--- src/rtl/spi_capture_ctrl_if.sv ---
// Sniffer-side bus for spi_capture_ctrl: synchronized chip select, the two byte-receiver
// streams, and the valid/ready record stream going to the logger.
interface spi_capture_ctrl_if #(
   parameter int REC_W = 20
);
   logic             spi_cs;
   logic [7:0]       mosi_data;
   logic             mosi_valid;
   logic [7:0]       miso_data;
   logic             miso_valid;
   logic [REC_W-1:0] rec_data;
   logic             rec_valid;
   logic             rec_ready;

   modport master (
      output spi_cs, mosi_data, mosi_valid, miso_data, miso_valid, rec_ready,
      input  rec_data, rec_valid
   );

   modport slave (
      input  spi_cs, mosi_data, mosi_valid, miso_data, miso_valid, rec_ready,
      output rec_data, rec_valid
   );
endinterface

--- src/rtl/spi_capture_ctrl.sv ---
// SPI capture controller: frames captures on chip-select edges, arbitrates MOSI/MISO bytes into
// tagged records and buffers them in a FWFT FIFO. Optional timestamp field: SPI_CAP_TIMESTAMP_EN.
module spi_capture_ctrl #(
   parameter int FIFO_DEPTH      = 16,
   parameter int MAX_FRAME_BYTES = 64,
   parameter int TS_W            = 16
) (
   input  logic              clk,
   input  logic              rst,
   input  logic              arm,
   input  logic              abort,
   spi_capture_ctrl_if.slave bus,
   output logic              busy,
   output logic              frame_done,
   output logic [3:0]        frame_id,
   output logic              overflow,
   output logic              truncated
);

`ifdef SPI_CAP_TIMESTAMP_EN
   localparam int REC_W = 20 + TS_W;
`else
   // TS_W only widens the record when timestamps are built in.
   localparam int REC_W = 20 + 0 * TS_W;
`endif
   localparam int         AW      = $clog2(FIFO_DEPTH);
   localparam logic [6:0] MAX_CNT = 7'(MAX_FRAME_BYTES);

   typedef enum logic [1:0] {IDLE = 2'd0, ARMED = 2'd1, CAPTURE = 2'd2, DRAIN = 2'd3} state_t;

   state_t           state_r, state_s;
   logic             cs_q_r, busy_r, frame_done_r, overflow_r, truncated_r, rr_ptr_r;
   logic [3:0]       frame_id_r;
   logic             fall_s, rise_s, flush_s, arm_s, enter_cap_s, done_s;
   logic [1:0]       valid_s, load_s, ovf_s, trunc_s, grant_s, hold_full_r;
   logic [7:0]       byte_s [2];
   logic [6:0]       cnt_r [2];
   logic [REC_W-1:0] rec_s [2];
   logic [REC_W-1:0] hold_r [2];
   logic [REC_W-1:0] mem_r [FIFO_DEPTH];
   logic [AW-1:0]    wr_ptr_r, rd_ptr_r, rd_ptr_s;
   logic [AW:0]      count_r, count_s;
   logic             wr_en_s, rd_en_s, fifo_full_s, rec_valid_r;
   logic [REC_W-1:0] wdata_s, head_s, rec_data_r;

   assign fall_s      = cs_q_r & ~bus.spi_cs;
   assign rise_s      = ~cs_q_r & bus.spi_cs;
   assign flush_s     = abort && (state_r != IDLE);
   assign arm_s       = arm && !abort && (state_r == IDLE);
   assign enter_cap_s = (state_r == ARMED) && fall_s && !flush_s;
   assign valid_s     = {bus.miso_valid, bus.mosi_valid};
   assign byte_s[0]   = bus.mosi_data;
   assign byte_s[1]   = bus.miso_data;

`ifdef SPI_CAP_TIMESTAMP_EN
   logic [TS_W-1:0] ts_r;

   // Free-running timestamp, restarted at the start of every capture.
   always_ff @(posedge clk) begin
      if (rst || enter_cap_s) ts_r <= {TS_W{1'b0}};
      else                    ts_r <= ts_r + TS_W'(1'b1);
   end
`endif

   // Record assembly per channel: {ts?, frame_id, index, channel, byte}.
   always_comb begin
      for (int c = 0; c < 2; c++) begin
`ifdef SPI_CAP_TIMESTAMP_EN
         rec_s[c] = {ts_r, frame_id_r, cnt_r[c], 1'(c), byte_s[c]};
`else
         rec_s[c] = {frame_id_r, cnt_r[c], 1'(c), byte_s[c]};
`endif
      end
   end

   // Byte-pulse disposition: the frame limit is checked before hold occupancy.
   always_comb begin
      load_s  = 2'b00;
      ovf_s   = 2'b00;
      trunc_s = 2'b00;
      for (int c = 0; c < 2; c++) begin
         if ((state_r == CAPTURE) && valid_s[c] && !flush_s) begin
            if (cnt_r[c] == MAX_CNT)  trunc_s[c] = 1'b1;
            else if (hold_full_r[c]) ovf_s[c]   = 1'b1;
            else                     load_s[c]  = 1'b1;
         end else begin
            load_s[c] = 1'b0;
         end
      end
   end

   assign fifo_full_s = (count_r == (AW+1)'(FIFO_DEPTH));

   // Arbiter: round-robin only when both holds compete; full is the registered view.
   always_comb begin
      grant_s = 2'b00;
      if (fifo_full_s)               grant_s = 2'b00;
      else if (hold_full_r == 2'b11) grant_s = rr_ptr_r ? 2'b10 : 2'b01;
      else                           grant_s = hold_full_r;
   end

   assign wr_en_s = |grant_s;
   assign wdata_s = grant_s[1] ? hold_r[1] : hold_r[0];
   assign rd_en_s = rec_valid_r & bus.rec_ready;

   // Next-state and frame completion.
   always_comb begin
      state_s = state_r;
      done_s  = 1'b0;
      if (flush_s) begin
         state_s = IDLE;
      end else begin
         case (state_r)
            IDLE:    if (arm_s) state_s = ARMED;   else state_s = IDLE;
            ARMED:   if (fall_s) state_s = CAPTURE; else state_s = ARMED;
            CAPTURE: if (rise_s) state_s = DRAIN;   else state_s = CAPTURE;
            DRAIN: begin
               if (hold_full_r == 2'b00) begin
                  state_s = IDLE;
                  done_s  = 1'b1;
               end else begin
                  state_s = DRAIN;
               end
            end
            default: state_s = IDLE;
         endcase
      end
   end

   // FIFO next pointers and next head; a write into an emptying FIFO bypasses to the head.
   always_comb begin
      count_s  = count_r + (AW+1)'(wr_en_s) - (AW+1)'(rd_en_s);
      rd_ptr_s = rd_ptr_r + AW'(rd_en_s);
      if (count_s == {(AW+1){1'b0}})                          head_s = {REC_W{1'b0}};
      else if (wr_en_s && (count_r == (AW+1)'(rd_en_s)))      head_s = wdata_s;
      else                                                    head_s = mem_r[rd_ptr_s];
   end

   // State register, chip-select history and frame status outputs.
   always_ff @(posedge clk) begin
      if (rst) begin
         state_r      <= IDLE;
         cs_q_r       <= 1'b1;
         busy_r       <= 1'b0;
         frame_done_r <= 1'b0;
         frame_id_r   <= 4'd0;
      end else begin
         state_r      <= state_s;
         cs_q_r       <= bus.spi_cs;
         busy_r       <= (state_s != IDLE);
         frame_done_r <= done_s;
         if (done_s) frame_id_r <= frame_id_r + 4'd1;
      end
   end

   // Sticky loss flags, cleared when a new capture is armed.
   always_ff @(posedge clk) begin
      if (rst || arm_s) begin
         overflow_r  <= 1'b0;
         truncated_r <= 1'b0;
      end else begin
         if (|ovf_s)   overflow_r  <= 1'b1;
         if (|trunc_s) truncated_r <= 1'b1;
      end
   end

   // Round-robin pointer flips only after a contested grant.
   always_ff @(posedge clk) begin
      if (rst)                                                         rr_ptr_r <= 1'b0;
      else if (!flush_s && (hold_full_r == 2'b11) && !fifo_full_s)     rr_ptr_r <= ~rr_ptr_r;
   end

   // Per-channel hold registers and byte counters.
   always_ff @(posedge clk) begin
      for (int c = 0; c < 2; c++) begin
         if (rst || flush_s) begin
            hold_full_r[c] <= 1'b0;
            hold_r[c]      <= {REC_W{1'b0}};
            cnt_r[c]       <= 7'd0;
         end else begin
            if (enter_cap_s)    cnt_r[c] <= 7'd0;
            else if (load_s[c]) cnt_r[c] <= cnt_r[c] + 7'd1;
            if (load_s[c]) begin
               hold_full_r[c] <= 1'b1;
               hold_r[c]      <= rec_s[c];
            end else if (grant_s[c]) begin
               hold_full_r[c] <= 1'b0;
            end
         end
      end
   end

   // FIFO storage.
   always_ff @(posedge clk) begin
      if (wr_en_s) mem_r[wr_ptr_r] <= wdata_s;
   end

   // FIFO pointers plus registered head/valid outputs.
   always_ff @(posedge clk) begin
      if (rst || flush_s) begin
         wr_ptr_r    <= {AW{1'b0}};
         rd_ptr_r    <= {AW{1'b0}};
         count_r     <= {(AW+1){1'b0}};
         rec_valid_r <= 1'b0;
         rec_data_r  <= {REC_W{1'b0}};
      end else begin
         if (wr_en_s) wr_ptr_r <= wr_ptr_r + AW'(1'b1);
         rd_ptr_r    <= rd_ptr_s;
         count_r     <= count_s;
         rec_valid_r <= (count_s != {(AW+1){1'b0}});
         rec_data_r  <= head_s;
      end
   end

   assign bus.rec_data  = rec_data_r;
   assign bus.rec_valid = rec_valid_r;
   assign busy          = busy_r;
   assign frame_done    = frame_done_r;
   assign frame_id      = frame_id_r;
   assign overflow      = overflow_r;
   assign truncated     = truncated_r;

endmodule
--- src/flat_wrapper.sv ---
// flat-port wrapper written by rule: the top's interface ports become plain ports
module spi_capture_ctrl_flat 
#(
   parameter int FIFO_DEPTH      = 16,
   parameter int MAX_FRAME_BYTES = 64,
   parameter int TS_W            = 16
)
  (clk, rst, arm, abort, busy, frame_done, frame_id, overflow, truncated, bus_spi_cs, bus_mosi_data, bus_mosi_valid, bus_miso_data, bus_miso_valid, bus_rec_ready, bus_rec_data, bus_rec_valid);
  spi_capture_ctrl_if bus_i ();
  input  logic clk;
  input  logic rst;
  input  logic arm;
  input  logic abort;
  output logic busy;
  output logic frame_done;
  output logic [3:0] frame_id;
  output logic overflow;
  output logic truncated;
  input wire logic [$bits(bus_i.spi_cs)-1:0] bus_spi_cs;
  input wire logic [$bits(bus_i.mosi_data)-1:0] bus_mosi_data;
  input wire logic [$bits(bus_i.mosi_valid)-1:0] bus_mosi_valid;
  input wire logic [$bits(bus_i.miso_data)-1:0] bus_miso_data;
  input wire logic [$bits(bus_i.miso_valid)-1:0] bus_miso_valid;
  input wire logic [$bits(bus_i.rec_ready)-1:0] bus_rec_ready;
  output wire logic [$bits(bus_i.rec_data)-1:0] bus_rec_data;
  output wire logic [$bits(bus_i.rec_valid)-1:0] bus_rec_valid;
  assign bus_i.spi_cs = bus_spi_cs;
  assign bus_i.mosi_data = bus_mosi_data;
  assign bus_i.mosi_valid = bus_mosi_valid;
  assign bus_i.miso_data = bus_miso_data;
  assign bus_i.miso_valid = bus_miso_valid;
  assign bus_i.rec_ready = bus_rec_ready;
  assign bus_rec_data = bus_i.rec_data;
  assign bus_rec_valid = bus_i.rec_valid;
  spi_capture_ctrl #(.FIFO_DEPTH(FIFO_DEPTH), .MAX_FRAME_BYTES(MAX_FRAME_BYTES), .TS_W(TS_W)) u_core (.clk(clk), .rst(rst), .arm(arm), .abort(abort), .bus(bus_i), .busy(busy), .frame_done(frame_done), .frame_id(frame_id), .overflow(overflow), .truncated(truncated));
endmodule
--- config.mk ---
export PLATFORM = sky130hd
export DESIGN_NAME = spi_capture_ctrl_flat
export DESIGN_NICKNAME = d
export VERILOG_FILES = /design/src/rtl/spi_capture_ctrl_if.sv /design/src/rtl/spi_capture_ctrl.sv /design/src/flat_wrapper.sv
export SDC_FILE = /design/constraint.sdc
export NUM_CORES = 1
export LEC_CHECK = 0
export ABC_AREA = 1
export CORE_MARGIN = 2
export CORE_UTILIZATION = 56
export DETAILED_ROUTE_END_ITERATION = 10
export HOLD_SLACK_MARGIN = 0.15
export PLACE_DENSITY = 0.83
export SLEW_MARGIN = 30
export SYNTH_ARGS = -nofsm -noshare
export SYNTH_HDL_FRONTEND = slang
export SYNTH_SLANG_ARGS = --single-unit
export TNS_END_PERCENT = 20
--- constraint.sdc ---
create_clock -name clk -period 9 [get_ports clk]
set_input_delay 2.7 -clock clk [delete_from_list [all_inputs] [get_ports clk]]
set_output_delay 2.7 -clock clk [all_outputs]
set_load 0.01 [all_outputs]
[Yosys cells after proc, flatten, opt, wreduce, memory -nomap -nowiden]
Memory sizes are Yosys's and may differ from the RTL's.
Cells that the tools add are included.
Word-level totals
  input port bits: 24
  bits in registers: 48
  output and inout port bits: 29
  bits in writable memories: 374
  memories: 3
Operators by class
  bitwise gates (word level): 12
  add/sub/neg operators: 7
  equality and inequality tests: 8
  multiplexer cells: 59
  reductions and logical operators: 29
Memory list
  u_core.mem_r: words 16, width 20, read ports 1, clocked after Yosys merged registers in 0, write ports 1, RTL line spi_capture_ctrl.sv:40  | logic [REC_W-1:0] mem_r [FIFO_DEPTH];
  u_core.hold_r: words 2, width 20, read ports 2, clocked after Yosys merged registers in 0, write ports 2, RTL line spi_capture_ctrl.sv:39  | logic [REC_W-1:0] hold_r [2];
  u_core.cnt_r: words 2, width 7, read ports 2, clocked after Yosys merged registers in 0, write ports 2, RTL line spi_capture_ctrl.sv:37  | logic [6:0] cnt_r [2];
Operators by type and width (number)
  $mux W20: 4
  $mux W1: 44
  $mux W7: 4
  $add A7 B1 Y7 const B: 2
  $eq A7 B7 Y1 const B: 2
  $logic_and A1 B1 Y1: 12
  $mux W2: 6
  $add A4 B1 Y4 const B: 2
  $pmux W2 S4: 1
  $reduce_bool A2 Y1: 4
  $reduce_or A2 Y1: 4
  $eq A2 B2 Y1 const B: 3
  $or A1 B1 Y1: 6
  $add A5 B1 Y5: 1
  $eq A5 B1 Y1: 1
  $eq A5 B5 Y1 const B: 1
  $logic_not A5 Y1: 1
  $reduce_bool A5 Y1: 1
  $sub A5 B1 Y5: 1
  $add A4 B1 Y4: 1
  $logic_not A2 Y1: 2
  $and A1 B1 Y1: 3
  $logic_not A1 Y1: 3
  $not A1 Y1: 3
  2 further kinds: 3

[Depth between registers and ports, before layout]
  depth after elaboration: 10
  mapped depth: 15
  gate-level depth less buffers: 14

[Least setup slack after synthesis]
No wires, ideal clock.
  path kind: input-to-reg
  start point: in abort
  end point: mem u_core.hold_r[1][0], enable pin
  setup slack: 4105 ps
  stages on the path: 5
  library setup time: 421 ps
  data required time: 8579 ps
  arrival time: 4474 ps
  path through: inv_1 -> nand2_1 -> nor2_1 -> nand2_1 -> o21ai_0
RTL lines
  start: declaration: RTL line flat_wrapper.sv:13  | input logic abort;
  end: declaration: RTL line spi_capture_ctrl.sv:39

[Worst setup path in the final report]
  start point: in bus_rec_ready
  end point: reg u_core.rec_data_r[2] (netlist: u_core.bus.rec_data[2])
On the way
  word-level cells in the longest chain between the ends: 4
  elaborated cells on any way between the ends: 9
  classes of those cells: add/sub (2); eq/ne (1); mux (1); bitwise (1); reduce/logical (3); memory (1)
Ends and longest elaborated chain
  start: declaration: RTL line flat_wrapper.sv:24  | input wire logic [$bits(bus_i.rec_ready)-1:0] bus_rec_ready;
  $and A1 B1 Y1: RTL line spi_capture_ctrl.sv:104  | assign rd_en_s = rec_valid_r & bus.rec_ready;
  $add A4 B1 Y4: RTL line spi_capture_ctrl.sv:133  | rd_ptr_s = rd_ptr_r + AW'(rd_en_s);
  named net u_core.rd_ptr_s[0]: RTL line spi_capture_ctrl.sv:41  | logic [AW-1:0] wr_ptr_r, rd_ptr_r, rd_ptr_s;
  $mem_v2 Z16 W20
  $mux W20: RTL line spi_capture_ctrl.sv:135  | else if (wr_en_s && (count_r == (AW+1)'(rd_en_s))) head_s = wdata_s;
  end signal: assignment: RTL line spi_capture_ctrl.sv:205  | rec_data_r <= {REC_W{1'b0}};
  end signal: assignment: RTL line spi_capture_ctrl.sv:211  | rec_data_r <= head_s;
  end: declaration: RTL line spi_capture_ctrl.sv:44  | logic [REC_W-1:0] wdata_s, head_s, rec_data_r;
The timed path passes the listed nets, and every way through them passes these cells.
A chain may end at the register's enable or synchronous reset.

==> flow_summary_export.csv <==
group,metric,value,unit
run_status,outcome,"completed",
placement,placed_area,19000,sq um
power,cellLeakagePower,8.35,nW
layout,final_nets,1868,
layout,final_area,20200,sq um
timing,rsz0062_at_grt,"no",
floorplan,initial_utilization,57.0,%
timing,fin_crit_sh,61.7,%
grt,grt_pass1_vias,12600,
timing,finalHoldViolCount,0,
grt,grt_usage,26.3,%
layout,regArea,12200,sq um
clocking,clkTransAtPathRegs,0.06,ns
timing,fin_ws,3.45,ns
synth,synth_warnings,0,
power,p_per_area,256,nW/um^2
routing,drc,0,
timing,fmax,0.180,GHz
floorplan,die_area,33700,sq um
timing,tightest_slew,1.02,ns
timing,timing.final.crit_period,5.55,ns
floorplan,die_h,183,um
worst_setup_path,crit_arrival,5.97,ns
placement,placed_cells,2186,
grt,gr-total-overflow,0,
routing,via_per_inst,5.78,
clocking,cts_max_path_buffers,3,
routing,drt_iter0_drc,1648,
floorplan,rows,65,
floorplan,core-area,31600,sq um
placement,dp_worst_setup_slack,3.02,ns
grt,grt_max_degree,103,
worst_setup_path,required,9.42,ns
routing,wl_per_cell,19.7,um
grt,antenna_found_initial,0,
placement,hpwl,24.7,mm
run,max_cap_violations,0,
routing,vias,13100,
floorplan,pin_count,53,
layout,final_cell_mix,"nand2_1, edfxtp_1, inv_1, nor2_1, nand3_1",
routing,drt_pass1_iterations,5,
clocking,tritoncts,"yes",
layout,postLayoutCoreUtil,63.9,%
routing,met2_length,21.8,mm
synth,syn_nets,1837,
layout,nFillCells,2208,
timing,fin_setup_tns,0,ns
layout,layout_commonest_cell,"nand2_1",
grt,grt_pass1_wl,67.9,mm
layout,instances_no_fill,2258,
synth,synth_cell_types,30,
hold_path,hold_path_class,"flip-flop to flip-flop",
timing,slew_viol_final,0,
worst_setup_path,startpoint_type,"primary input",
routing,routed-wl-met3,4.57,mm
worst_setup_path,crit_path_end_kind,"flip-flop",
synth,ys_seq_area_share,67.4,%
synth,synth_seq_cells,421,
synth,synth_area,18000,sq um
layout,multi_input_comb_area,4760,sq um
clocking,clock_latency,0.53,ns
layout,antenna_cells,0,
power,peakVddDrop,0.000252,V
placement,io_buffers,52,
routing,wl_met1,16.1,mm
clocking,cts_buffers,40,
timing,setup_viol,0,
synth,syn_inst,1795,
clocking,cts_hold_buf,0,
worst_setup_path,path_max_fanout,102,
routing,final_antenna_net_count,0,
clocking,cts_resized,0,
layout,drive_gt1_share,5.55,%
worst_setup_path,crit_type,"primary input to flip-flop",
timing,fin_worst_skew,0.0124,ns
synth,synth.avg_cell_area,10.0,sq um
routing,routed.top_layer,"met4",
clocking,clock_sinks,421,
timing,hold_slack,0.506,ns
placement,gp_congestion,0.866,
power,total_power,5.17,mW
timing,maxSlewHeadroom,31.8,%
clocking,cts_root_buffer,"clkbuf_16",
floorplan,die_w,183,um
layout,syn2layout_area_growth,12.1,%
clocking,post-cts-setup-buffers,0,
routing,routed_wl,44.4,mm
clocking,cts_htree_levels,2,
-- kinds of logic after synthesis --
family	count (synthesis)	share of synthesized area, %
simple gates	936	21.2
flops	421	67.4
buf+inv	319	7.11
compound gates	91	2.55
fa+ha+maj	18	1.29
xor+xnor	10	0.527
-- synth_stat cells (all sizes together) --
cell type | n | area share [%]
a21oi | 15 | 0.42
o21ai | 74 | 2.1
xor2 | 7 | 0.34
fa | 1 | 0.11
nand2 | 481 | 10
nand3 | 201 | 5.6
inv | 239 | 5.0
nand4 | 8 | 0.28
or2 | 1 | 0.035
nor3b | 1 | 0.042
and2 | 1 | 0.035
ha | 17 | 1.2
xnor2 | 3 | 0.19
o21bai | 1 | 0.042
nor2 | 234 | 4.9
dfxtp | 49 | 5.4
nor3 | 9 | 0.25
edfxtp | 372 | 62
o31ai | 1 | 0.042
clkbuf | 26 | 0.54
buf | 54 | 1.6
-- path summary, 6_finish.rpt --
check,from,end,slack [ns],depth (start not counted)
setup / recovery,bus_rec_ready,u_core.bus.rec_data[2],3.45,12
hold / removal,u_core.truncated,u_core.truncated,0.51,2
setup reg to reg,u_core.bus.rec_valid,u_core.bus.rec_data[2],5.72,11
hold reg to reg,u_core.truncated,u_core.truncated,0.51,2
-- metal layers --
metal,GRT usage [%],vias up
met5,0,-
met4,11.3,0
met3,3.90,161
met2,45.1,834
met1,33.5,6167
li1,-,5896
-- layout make-up --
cell class / instances / share of cell area [%]
inverter: 239 / 4.47
clock buffer: 61 / 5.74
clock inverter: 11 / 0.507
sequential: 421 / 60.1
tap: 402 / 2.49
timing repair buffer: 69 / 3.20
multi-input combinational: 1055 / 23.5
-- power by group --
group / internal, mW / switching (mW) / leakage (nW) / total (mW)
clock network: 0.946 / 0.690 / 0.615 / 1.64
registers: 2.21 / 0.0491 / 3.86 / 2.26
logic: 0.392 / 0.880 / 3.88 / 1.27
total: 3.55 / 1.62 / 8.35 / 5.17
-- worst max-delay path: stages --
cell,delay (ns)
clkdlybuf4s50_1,0.40
nand2_1,0.06
inv_1,0.08
ha_4,0.88
inv_6,0.49
buf_4,0.51
nor2_1,0.18
o21ai_0,0.13
nor2_1,0.20
nor2_1,0.08
nor2_1,0.11
nor2_1,0.05
-- state kept, by name, summed over array words and instances, names as in the netlist --
| name | flops |
|---|---|
| u_core.busy | 1 |
| u_core.frame_done | 1 |
| u_core.hold_r | 39 |
| u_core.state_r | 2 |
| u_core.frame_id | 4 |
| u_core.hold_full_r | 2 |
| u_core.rd_ptr_r | 4 |
| u_core.bus.rec_valid | 1 |
| u_core.bus.rec_data | 20 |
| u_core.mem_r | 320 |
| u_core.overflow | 1 |
| u_core.truncated | 1 |
| u_core.cnt_r | 14 |
| u_core.count_r | 5 |
| u_core.rr_ptr_r | 1 |
| u_core.wr_ptr_r | 4 |
| u_core.cs_q_r | 1 |
(Power assumes the default switching activity.)
